### src/rtl/present_decrypt_pkg.sv
// Shared definitions for the PRESENT-80 decryptor: S-box tables, FSM state
// encoding, P-layer index helpers and the forward/inverse key-schedule steps.
package present_decrypt_pkg;

  localparam int ROUNDS_DEF = 31;

  typedef enum logic [2:0] {
    ST_IDLE    = 3'd0,
    ST_KEY_EXP = 3'd1,
    ST_WHITEN  = 3'd2,
    ST_DEC     = 3'd3,
    ST_DONE    = 3'd4
  } state_e;

  localparam logic [3:0] SBOX [16] = '{
    4'hC, 4'h5, 4'h6, 4'hB, 4'h9, 4'h0, 4'hA, 4'hD,
    4'h3, 4'hE, 4'hF, 4'h8, 4'h4, 4'h7, 4'h1, 4'h2
  };

  localparam logic [3:0] INV_SBOX [16] = '{
    4'h5, 4'hE, 4'hF, 4'h8, 4'hC, 4'h1, 4'h2, 4'hD,
    4'hB, 4'h4, 4'h6, 4'h3, 4'h0, 4'h7, 4'h9, 4'hA
  };

  // Forward P-layer: bit i moves to 16*i mod 63, bit 63 stays put.
  function automatic logic [5:0] p_idx(input logic [5:0] i);
    int ii;
    ii = int'(i);
    return (ii == 63) ? 6'd63 : 6'((16 * ii) % 63);
  endfunction

  // Inverse P-layer index: 4 is the inverse of 16 modulo 63.
  function automatic logic [5:0] inv_p_idx(input logic [5:0] j);
    int jj;
    jj = int'(j);
    return (jj == 63) ? 6'd63 : 6'((4 * jj) % 63);
  endfunction

  // Undo the P-layer: the bit that P moved to p_idx(i) is returned to i.
  function automatic logic [63:0] inv_p_layer(input logic [63:0] s);
    logic [63:0] r;
    for (int i = 0; i < 64; i++) begin
      r[i] = s[p_idx(6'(i))];
    end
    return r;
  endfunction

  // Apply the inverse S-box to all sixteen nibbles.
  function automatic logic [63:0] inv_s_layer(input logic [63:0] s);
    logic [63:0] r;
    for (int n = 0; n < 16; n++) begin
      r[4*n +: 4] = INV_SBOX[s[4*n +: 4]];
    end
    return r;
  endfunction

  // One forward key-schedule step: rotate left 61, S-box top nibble, mix rc.
  function automatic logic [79:0] key_update_fwd(input logic [79:0] k,
                                                 input logic [4:0]  rc);
    logic [79:0] r;
    r          = {k[18:0], k[79:19]};
    r[79:76]   = SBOX[r[79:76]];
    r[19:15]   = r[19:15] ^ rc;
    return r;
  endfunction

  // Exact inverse of key_update_fwd for the same rc.
  function automatic logic [79:0] key_update_inv(input logic [79:0] k,
                                                 input logic [4:0]  rc);
    logic [79:0] r;
    r          = k;
    r[19:15]   = r[19:15] ^ rc;
    r[79:76]   = INV_SBOX[r[79:76]];
    return {r[60:0], r[79:61]};
  endfunction

endpackage

### src/rtl/present_dec_round.sv
// One PRESENT-80 inverse round: steps the key schedule back by one round and
// peels one round off the cipher state using the recovered round key.
module present_dec_round
  import present_decrypt_pkg::*;
(
  input  logic [63:0] st_i,
  input  logic [79:0] key_i,
  input  logic [4:0]  rc_i,
  output logic [63:0] st_o,
  output logic [79:0] key_prev_o
);

  logic [79:0] key_prev;

  // Recover the previous round key, then undo P, undo S and add that key.
  always_comb begin
    // NOTE: every output of a combinational block gets a value on every path
    // (here by unconditional first assignments) so no latch is inferred.
    key_prev   = key_update_inv(key_i, rc_i);
    st_o       = inv_s_layer(inv_p_layer(st_i)) ^ key_prev[79:16];
    key_prev_o = key_prev;
  end

endmodule

### src/rtl/present_decrypt.sv
// Iterative PRESENT-80 decryptor, one round per clock. The key schedule runs
// forward to K32, the state is whitened with K32, then inverse rounds run
// while the key schedule steps backwards.
// Optional build macro PRESENT_DEC_KEY_CACHE_EN keeps the last expanded K32
// with its source key so a repeated key skips the forward expansion.
module present_decrypt
  import present_decrypt_pkg::*;
#(
  parameter int ROUNDS = ROUNDS_DEF
) (
  input  logic        sys_clk,
  input  logic        sys_rst,
  input  logic        in_valid,
  output logic        in_ready,
  input  logic [63:0] cipher_in,
  input  logic [79:0] key_in,
  output logic        out_valid,
  input  logic        out_ready,
  output logic [63:0] plain_out,
  output logic        busy
);

  localparam logic [4:0] RC_LAST = 5'(ROUNDS);

  state_e      state_q;
  logic [63:0] st_q;
  logic [79:0] key_q;
  logic [4:0]  rc_q;
  logic [63:0] plain_q;
  logic        out_valid_q;
  logic        in_ready_q;
  logic        busy_q;

  logic [79:0] key_fwd_d;
  logic [63:0] st_dec_d;
  logic [79:0] key_prev_d;
  logic        accept;

  assign accept    = in_valid && in_ready_q;
  assign key_fwd_d = key_update_fwd(key_q, rc_q);

  present_dec_round u_round (
    .st_i       (st_q),
    .key_i      (key_q),
    .rc_i       (rc_q),
    .st_o       (st_dec_d),
    .key_prev_o (key_prev_d)
  );

`ifdef PRESENT_DEC_KEY_CACHE_EN
  logic        cache_vld_q;
  logic [79:0] cache_key_q;
  logic [79:0] cache_k32_q;
  logic        cache_hit;

  assign cache_hit = cache_vld_q && (key_in == cache_key_q);

  // Remember the source key on a miss and its K32 once expansion finishes.
  always_ff @(posedge sys_clk or negedge sys_rst) begin
    if (!sys_rst) begin
      cache_vld_q <= 1'b0;
      cache_key_q <= '0;
      cache_k32_q <= '0;
    end else if (state_q == ST_IDLE && accept && !cache_hit) begin
      cache_key_q <= key_in;
      cache_vld_q <= 1'b0;
    end else if (state_q == ST_KEY_EXP && rc_q == RC_LAST) begin
      cache_k32_q <= key_fwd_d;
      cache_vld_q <= 1'b1;
    end
  end
`endif

  // Control FSM plus datapath registers; all outputs come straight from flops.
  always_ff @(posedge sys_clk or negedge sys_rst) begin
    if (!sys_rst) begin
      // NOTE: every register, data included, is cleared so an aborted job
      // leaves no trace of the key or a partial plaintext behind.
      state_q     <= ST_IDLE;
      st_q        <= '0;
      key_q       <= '0;
      rc_q        <= '0;
      plain_q     <= '0;
      out_valid_q <= 1'b0;
      in_ready_q  <= 1'b1;
      busy_q      <= 1'b0;
    end else begin
      // NOTE: non-blocking assignments so every register samples the values
      // from before this edge, independent of statement order.
      case (state_q)
        ST_IDLE: begin
          if (accept) begin
            st_q       <= cipher_in;
            in_ready_q <= 1'b0;
            busy_q     <= 1'b1;
`ifdef PRESENT_DEC_KEY_CACHE_EN
            if (cache_hit) begin
              key_q   <= cache_k32_q;
              rc_q    <= RC_LAST;
              state_q <= ST_WHITEN;
            end else begin
              key_q   <= key_in;
              rc_q    <= 5'd1;
              state_q <= ST_KEY_EXP;
            end
`else
            key_q   <= key_in;
            rc_q    <= 5'd1;
            state_q <= ST_KEY_EXP;
`endif
          end
        end
        ST_KEY_EXP: begin
          key_q <= key_fwd_d;
          if (rc_q == RC_LAST) begin
            state_q <= ST_WHITEN;
          end else begin
            rc_q <= rc_q + 5'd1;
          end
        end
        ST_WHITEN: begin
          st_q    <= st_q ^ key_q[79:16];
          state_q <= ST_DEC;
        end
        ST_DEC: begin
          st_q  <= st_dec_d;
          key_q <= key_prev_d;
          rc_q  <= rc_q - 5'd1;
          if (rc_q == 5'd1) begin
            plain_q     <= st_dec_d;
            out_valid_q <= 1'b1;
            state_q     <= ST_DONE;
          end
        end
        ST_DONE: begin
          if (out_ready) begin
            out_valid_q <= 1'b0;
            in_ready_q  <= 1'b1;
            busy_q      <= 1'b0;
            state_q     <= ST_IDLE;
          end
        end
        default: begin
          out_valid_q <= 1'b0;
          in_ready_q  <= 1'b1;
          busy_q      <= 1'b0;
          state_q     <= ST_IDLE;
        end
      endcase
    end
  end

  assign in_ready  = in_ready_q;
  assign out_valid = out_valid_q;
  assign plain_out = plain_q;
  assign busy      = busy_q;

endmodule

### config.mk
export PLATFORM = sky130hd
export DESIGN_NAME = present_decrypt
export DESIGN_NICKNAME = d
export VERILOG_FILES = /design/src/rtl/present_decrypt_pkg.sv /design/src/rtl/present_dec_round.sv /design/src/rtl/present_decrypt.sv
export SDC_FILE = /design/constraint.sdc
export NUM_CORES = 1
export LEC_CHECK = 0
export ABC_AREA = 1
export BUFFER_PORTS_ARGS = -buffer_cell sky130_fd_sc_hd__buf_2
export CAP_MARGIN = 10
export CORE_MARGIN = 2
export CORE_UTILIZATION = 60
export DETAILED_ROUTE_END_ITERATION = 8
export GPL_ROUTABILITY_DRIVEN = 0
export PLACE_DENSITY = 0.88
export SYNTH_ARGS = -nofsm -noshare
export SYNTH_HDL_FRONTEND = slang
export SYNTH_SLANG_ARGS = --single-unit
### constraint.sdc
create_clock -name sys_clk -period 2.3 [get_ports sys_clk]
set_input_delay 0.46 -clock sys_clk [delete_from_list [all_inputs] [get_ports sys_clk]]
set_output_delay 0.46 -clock sys_clk [all_outputs]
set_load 0.02 [all_outputs]
=== After elaboration in Yosys (flattened, before gate mapping) ===
Memory sizes are Yosys's and may differ from the RTL's.
Index checks and enable logic that the tools add are counted.

* Memories: 18
* Logic and storage cells: 150
* Output and inout port bits: 67
* Bits in registers: 219
* Memory bits (read-only): 1152

{| class="wikitable"
|+ Memory list
! name !! depth !! bits a word !! read ports !! clocked after Yosys merged registers in !! write ports !! RTL line !! text
|-
| (no name shown) || 16 || 4 || 1 || 0 || 0 || present_decrypt_pkg.sv:52 || <nowiki>r[4*n +: 4] = INV_SBOX[s[4*n +: 4]];</nowiki>
|-
| (no name shown) || 16 || 4 || 1 || 0 || 0 || present_decrypt_pkg.sv:52 ||
|-
| (no name shown) || 16 || 4 || 1 || 0 || 0 || present_decrypt_pkg.sv:52 ||
|-
| (no name shown) || 16 || 4 || 1 || 0 || 0 || present_decrypt_pkg.sv:52 ||
|-
| (no name shown) || 16 || 4 || 1 || 0 || 0 || present_decrypt_pkg.sv:52 ||
|-
| (no name shown) || 16 || 4 || 1 || 0 || 0 || present_decrypt_pkg.sv:52 ||
|-
| 12 more memories || -- || -- || -- || -- || -- || -- ||
|}

* $add $sub $neg: 2
* Mux-type cells: 56
* Equal/unequal tests: 11
* Reductions and logical operators: 13
* Order comparisons: 18
* Bitwise logic cells: 24

{| class="wikitable"
|+ Operators with widths
! operator !! number
|-
| case mux 80 bit (3 select lines) || 1
|-
| case mux 64 bit (3 select lines) || 1
|-
| two-way mux 4 bit || 36
|-
| XOR 64 bit || 2
|-
| >= comparator 5 bit (second input constant) || 18
|-
| inverter 4 -> 5 bit || 18
|-
| two-way mux 80 bit || 1
|-
| two-way mux 64 bit || 1
|-
| case mux 3 bit (5 select lines) || 1
|-
| case mux 5 bit (3 select lines) || 1
|-
| two-way mux 3 bit || 4
|-
| two-way mux 5 bit || 2
|-
| != test 2 bit (second input constant) || 5
|-
| XOR 5 bit || 2
|-
| case mux 1 bit (3 select lines) || 3
|-
| AND reduction 3 bit || 3
|-
| == test 3 x 2 -> 1 bit (second input constant) || 2
|-
| AND reduction 2 bit || 3
|-
| nonzero test 3 bit || 2
|-
| OR reduction 3 bit || 2
|-
| adder 5 x 1 -> 5 bit (second input constant) || 1
|-
| == test 5 x 1 -> 1 bit (second input constant) || 1
|-
| == test 5 bit (second input constant) || 1
|-
| two-way mux 1 bit || 5
|-
| 7 further kinds || 8
|}

=== Longest topological paths before layout ===
* Depth after elaboration: 6
* Mapped depth: 13
* Gate-level depth less buffers: 13

=== Cells and area by module ===
A second synthesis with hierarchy kept.

* Cells, all modules: 2691
* Area, all modules: 17455.5 µm²

{| class="wikitable"
|+ By module, submodules not included
! module !! times used !! seq. area each (µm²) !! cells an instance !! area an instance (µm²)
|-
| present_decrypt || 1 || 5481.5 || 1720 || 12036.5
|-
| present_dec_round || 1 || 0.0 || 971 || 5418.9
|}

=== Least setup slack after synthesis ===
Ideal clock, no wire load.

* Kind: flip-flop to flip-flop
* Start point: reg key_q[76]
* End point: reg st_q[2]
* Data arrival time: 1478 ps
* Clock period less this slack: 1594 ps
* Setup slack: 706 ps
* Cell stages (with the launch flop): 11
* Path through: dfrtp_1 > inv_1 > ha_1 > nand2_1 > nand2_1 > o21ai_0 > nand2_1 > nand3_1 > nand2_1 > nand2_1 > nand2_1

* Cells in the longest elaborated chain, start to end: 6

{| class="wikitable"
|+ RTL lines
! item !! RTL line !! text
|-
| start: declaration || present_decrypt.sv:27 || <nowiki>logic [79:0] key_q;</nowiki>
|-
| start signal: assignment || present_decrypt.sv:107 || <nowiki>key_q <= key_in;</nowiki>
|-
| start signal: assignment || present_decrypt.sv:114 || <nowiki>key_q <= key_fwd_d;</nowiki>
|-
| start signal: assignment || present_decrypt.sv:127 || <nowiki>key_q <= key_prev_d;</nowiki>
|-
| inverter 4 -> 5 bit (not written as such) || present_decrypt_pkg.sv:73 || <nowiki>r[79:76] = INV_SBOX[r[79:76]];</nowiki>
|-
| memory (16 x 4 bit) || -- ||
|-
| two-way mux 4 bit (not written as such) (2 in series) || present_decrypt_pkg.sv:73 ||
|-
| XOR 64 bit || present_dec_round.sv:20 || <nowiki>st_o = inv_s_layer(inv_p_layer(st_i)) ^ key_prev[79:16];</nowiki>
|-
| case mux 64 bit (3 select lines) || present_decrypt.sv:90 || <nowiki>case (state_q)</nowiki>
|-
| end signal: assignment || present_decrypt.sv:93 || <nowiki>st_q <= cipher_in;</nowiki>
|-
| end signal: assignment || present_decrypt.sv:122 || <nowiki>st_q <= st_q ^ key_q[79:16];</nowiki>
|-
| end signal: assignment || present_decrypt.sv:126 || <nowiki>st_q <= st_dec_d;</nowiki>
|-
| end: declaration || present_decrypt.sv:26 || <nowiki>logic [63:0] st_q;</nowiki>
|}

Every way passes these cells. The select of a mux whose other input is x is not followed.
A chain may end at the register's enable or synchronous reset.

=== Worst setup path after layout ===
* Start point: reg key_q[77]
* End point: reg st_q[2]

Same word-level chain as after synthesis.

==> results.md <==
- Status: finished, violations left
- Failing checks: design-rule violations
- Slew HR: 48.67%
- CP Launch Type: register
- Critical Path Most Common Cell: nand2_1
- Clock Sinks: 219
- Setup crit start: key_q[77]$_DFFE_PN0P_
- Site row count: 60
- Yosys cell types: 34
- Post-synth net total: between 2,000 and 3,000
- Area Overhead vs Synth: 13.32%
- R2R Setup Slk: 200 ps
- Crit path largest cell delay: 540 ps
- Power per Cell Area: 1846 nW/um^2
- Req. time, crit path: approximately 2700 ps
- Syn Inst Count: between 2,000 and 2,500
- WL per Instance: 20.68 um
- Slowest-stage cell, CP: dfrtp_1
- H-tree lvl count: 1
- Slew Limit Fails: 0
- CP Class: reg2reg
- Initial DRC count: 2,918
- Final number of setup-violating endpoints: 0
- Num CTS Buffers: 25
- Total grt overflow: 0
- DRT Pass-1 Iters: 9
- Fin crit share: 91.29%
- Synth Warn #: 0
- Family with the most delay on the worst path: flip-flops
- Root Driver: clkbuf_16
- Hold_ws: 187.3 ps
- R2R depth: 10
- TritonCTS clock tree: built
- Critical Path Sink: st_q[2]$_DFFE_PN0P_
- Worst path cell trace: inv_1 > ha_1 > nand2_1 > nand2_1 > o21ai_0 > nand2_1 > nand3_1 > nand2_1 > nand2_1 > nand2_1
- Share of cells above drive strength 1: 11.74%
- FMAX: 476.3 MHz
- ANT nets after route: 0
- Largest net degree at the start of global routing: 120
- Crit-path max FO: 7
- CORE AREA: 26,880 sq um
- Crit. path cell count: 10
- Initial Util: 60.84%
- Max Buffers Root-to-Sink: 3
- Max cap viols: 0
- CP Data Arrival Time: 2530 ps
- Critical Path Sink Type: register
- # IOs: 215
- Asr flop ratio synth: 100.0%
- Die Y: around 170 um
- LEAKAGE: ~10 nW
- Antenna violations before repair: 1
- First-pass GRT wire length: 93,010 um
- DR vias/cell: 6.171
- Worst-Margin Slew: 769.9 ps
- Unrepaired setup endpoints after global routing: false
- Clk Latency, worst-skew pair: between 500 and 600 ps
- Synthesized flop and latch total: 219
- Clk pin slew, worst setup/hold paths: 60 ps
- Synthesized area per cell: 6.682 sq um
- Clock Skew: 12.84 ps
- Cell Area, Synth: 16,350 sq um
- Chip Width: 169.1 um
- Die area: 28,590 sq um
- Post-synth EDFFs: 0
- Seq/Total Area, Yosys: between 30% and 40%
- Final Critical Period: 2100 ps
- CP Buf/Inv Count: 1
- Final TNS setup: 0 ps
- Total track usage: 42.23%
- Fin cells: 2,964
- Post-CTS setup buffers: 0
- Residual DRC: 2
- Placed cell count: 2,919
- VDD IR max: between 1500 and 2000 uV
- RR Endpoint: st_q[2]$_DFFE_PN0P_
- Main synth FF type: dfrtp_1
- Worst min path class: in2reg
- PortBufs: 214
- Final nets: roughly 2,900
- Final Hold Vio Count: 0
- Fillers: 2,210
- Final wirelength: between 60,000 and 70,000 um
- Vias in the first global route: ~17,000
- FF-to-FF Start: key_q[77]$_DFFE_PN0P_
- Vias: approximately 18,000
- Hold Path Depth: 3
- ANT cells: 0
- Post-DP HPWL: 45,070 um
==> timing repair <==
item,in CTS,in global routing
resized for setup,0,0
endpoints found under the hold margin,56,0
hold buffers,1,0
setup endpoints to repair,0,0
==> cell families (layout without fill, tap and decap cells) <==
logic type                 count (synthesis)  in the layout  share of synthesized area [%]
AOI/OAI and AO/OA                        311            311                          11.30
xor gates and xnor gates                  57             57                          3.053
adders and majority gates                117            117                          8.953
buffers and inverters                    381            557                          9.504
DFF                                      219            219                          33.52
and+or+nand+nor                         1362           1362                          33.66
==> synthesized netlist by cell type (14+ instances only) <==
library cell	instances	area, sq um
a41oi_1	26	227.7
o21ai_0	118	590.6
inv_1	252	945.9
xnor2_1	14	122.6
dfrtp_1	218	5455
nand2_1	878	3296
nand3_1	283	1416
clkbuf_1	52	195.2
o211ai_1	17	127.6
buf_2	60	300.3
o21ai_1	26	130.1
nor2_1	192	720.7
ha_1	117	1464
o22ai_1	37	231.5
xor2_1	43	376.6
a21oi_1	50	250.2
==> state kept, by name, summed over array words and instances (netlist names) <==
signal and count:
busy 1, in_ready 1, key_q 80, out_valid 1
plain_out 64, rc_q 5, st_q 64, state_q 3
==> report_power, final <==
part           internal (W)  switching, W
logic               0.00679        0.0144
registers           0.00585       0.00320
clock network       0.00223       0.00169
==> tightest hold or removal path: stages <==
cell and delay, ps:
buf_2 100, nand2_1 50, a41oi_1 80
==> final cells by class <==
type                            instances  area, sq um  area share [%]
Multi-Input combinational cell       1847         9325           50.33
Sequential cell                       219         5482           29.58
Timing Repair Buffer                  256         1549           8.360
Inverter                              257        965.9           5.213
Clock buffer                           40        752.0           4.058
Tap cell                              341        426.7           2.303
Clock inverter                          4        28.78          0.1553
==> how the worst min path moves through the flow <==
stage / end / startpoint
2_1_floorplan: busy$_DFFE_PN0P_ / sys_rst
6_report: key_q[75]$_DFFE_PN0P_ / key_in[75]
4_1_cts: key_q[75]$_DFFE_PN0P_ / key_in[75]
3_5_place_dp: plain_out[44]$_DFFE_PN0P_ / sys_rst
5_1_grt: key_q[78]$_DFFE_PN0P_ / key_in[78]
3_3_place_gp: plain_out[44]$_DFFE_PN0P_ / sys_rst
==> routing by layer <==
| metal | up-vias | track usage (%) | share of wire (%) |
|---|---|---|---|
| met5 | - | 0 | 0 |
| met4 | 0 | 29.28 | 8.9 |
| met3 | 370 | 12.44 | 15 |
| met2 | 1684 | 62.44 | 41 |
| met1 | 8108 | 53.29 | 34 |
| li1 | 8130 | - | - |
==> layout by cell type (no fill, tap or decap), types with 3 or more instances in the layout <==
master     count
nand2_1      877
nand3_1      283
inv_1        250
dfrtp_1      218
buf_2        213
nor2_1       191
o21ai_0      118
ha_1         117
a21oi_1       50
xor2_1        43
o22ai_1       37
buf_4         29
a41oi_1       26
o21ai_1       26
clkbuf_16     25
o211ai_1      17
xnor2_1       14
buf_12        12
a21o_1        10
a31oi_1        9
o2111ai_1      8
clkbuf_1       8
clkbuf_8       7
inv_2          6
nand2_2        4
o221ai_1       4
nor2_4         3
==> metrics by stage <==
stage	area, sq um	setup WS, ps	util [%]	power [W]
2_1_floorplan	16350	706.1	-	0.02249
3_3_place_gp	17740	315.8	66.00	0.02819
3_5_place_dp	17740	282.5	66.00	0.02901
4_1_cts	18530	265.7	68.94	0.03312
5_1_grt	18530	83.09	68.94	0.03638
6_report	18530	200.3	68.94	0.03420
Note: power is estimated with default switching activity, not from simulation.
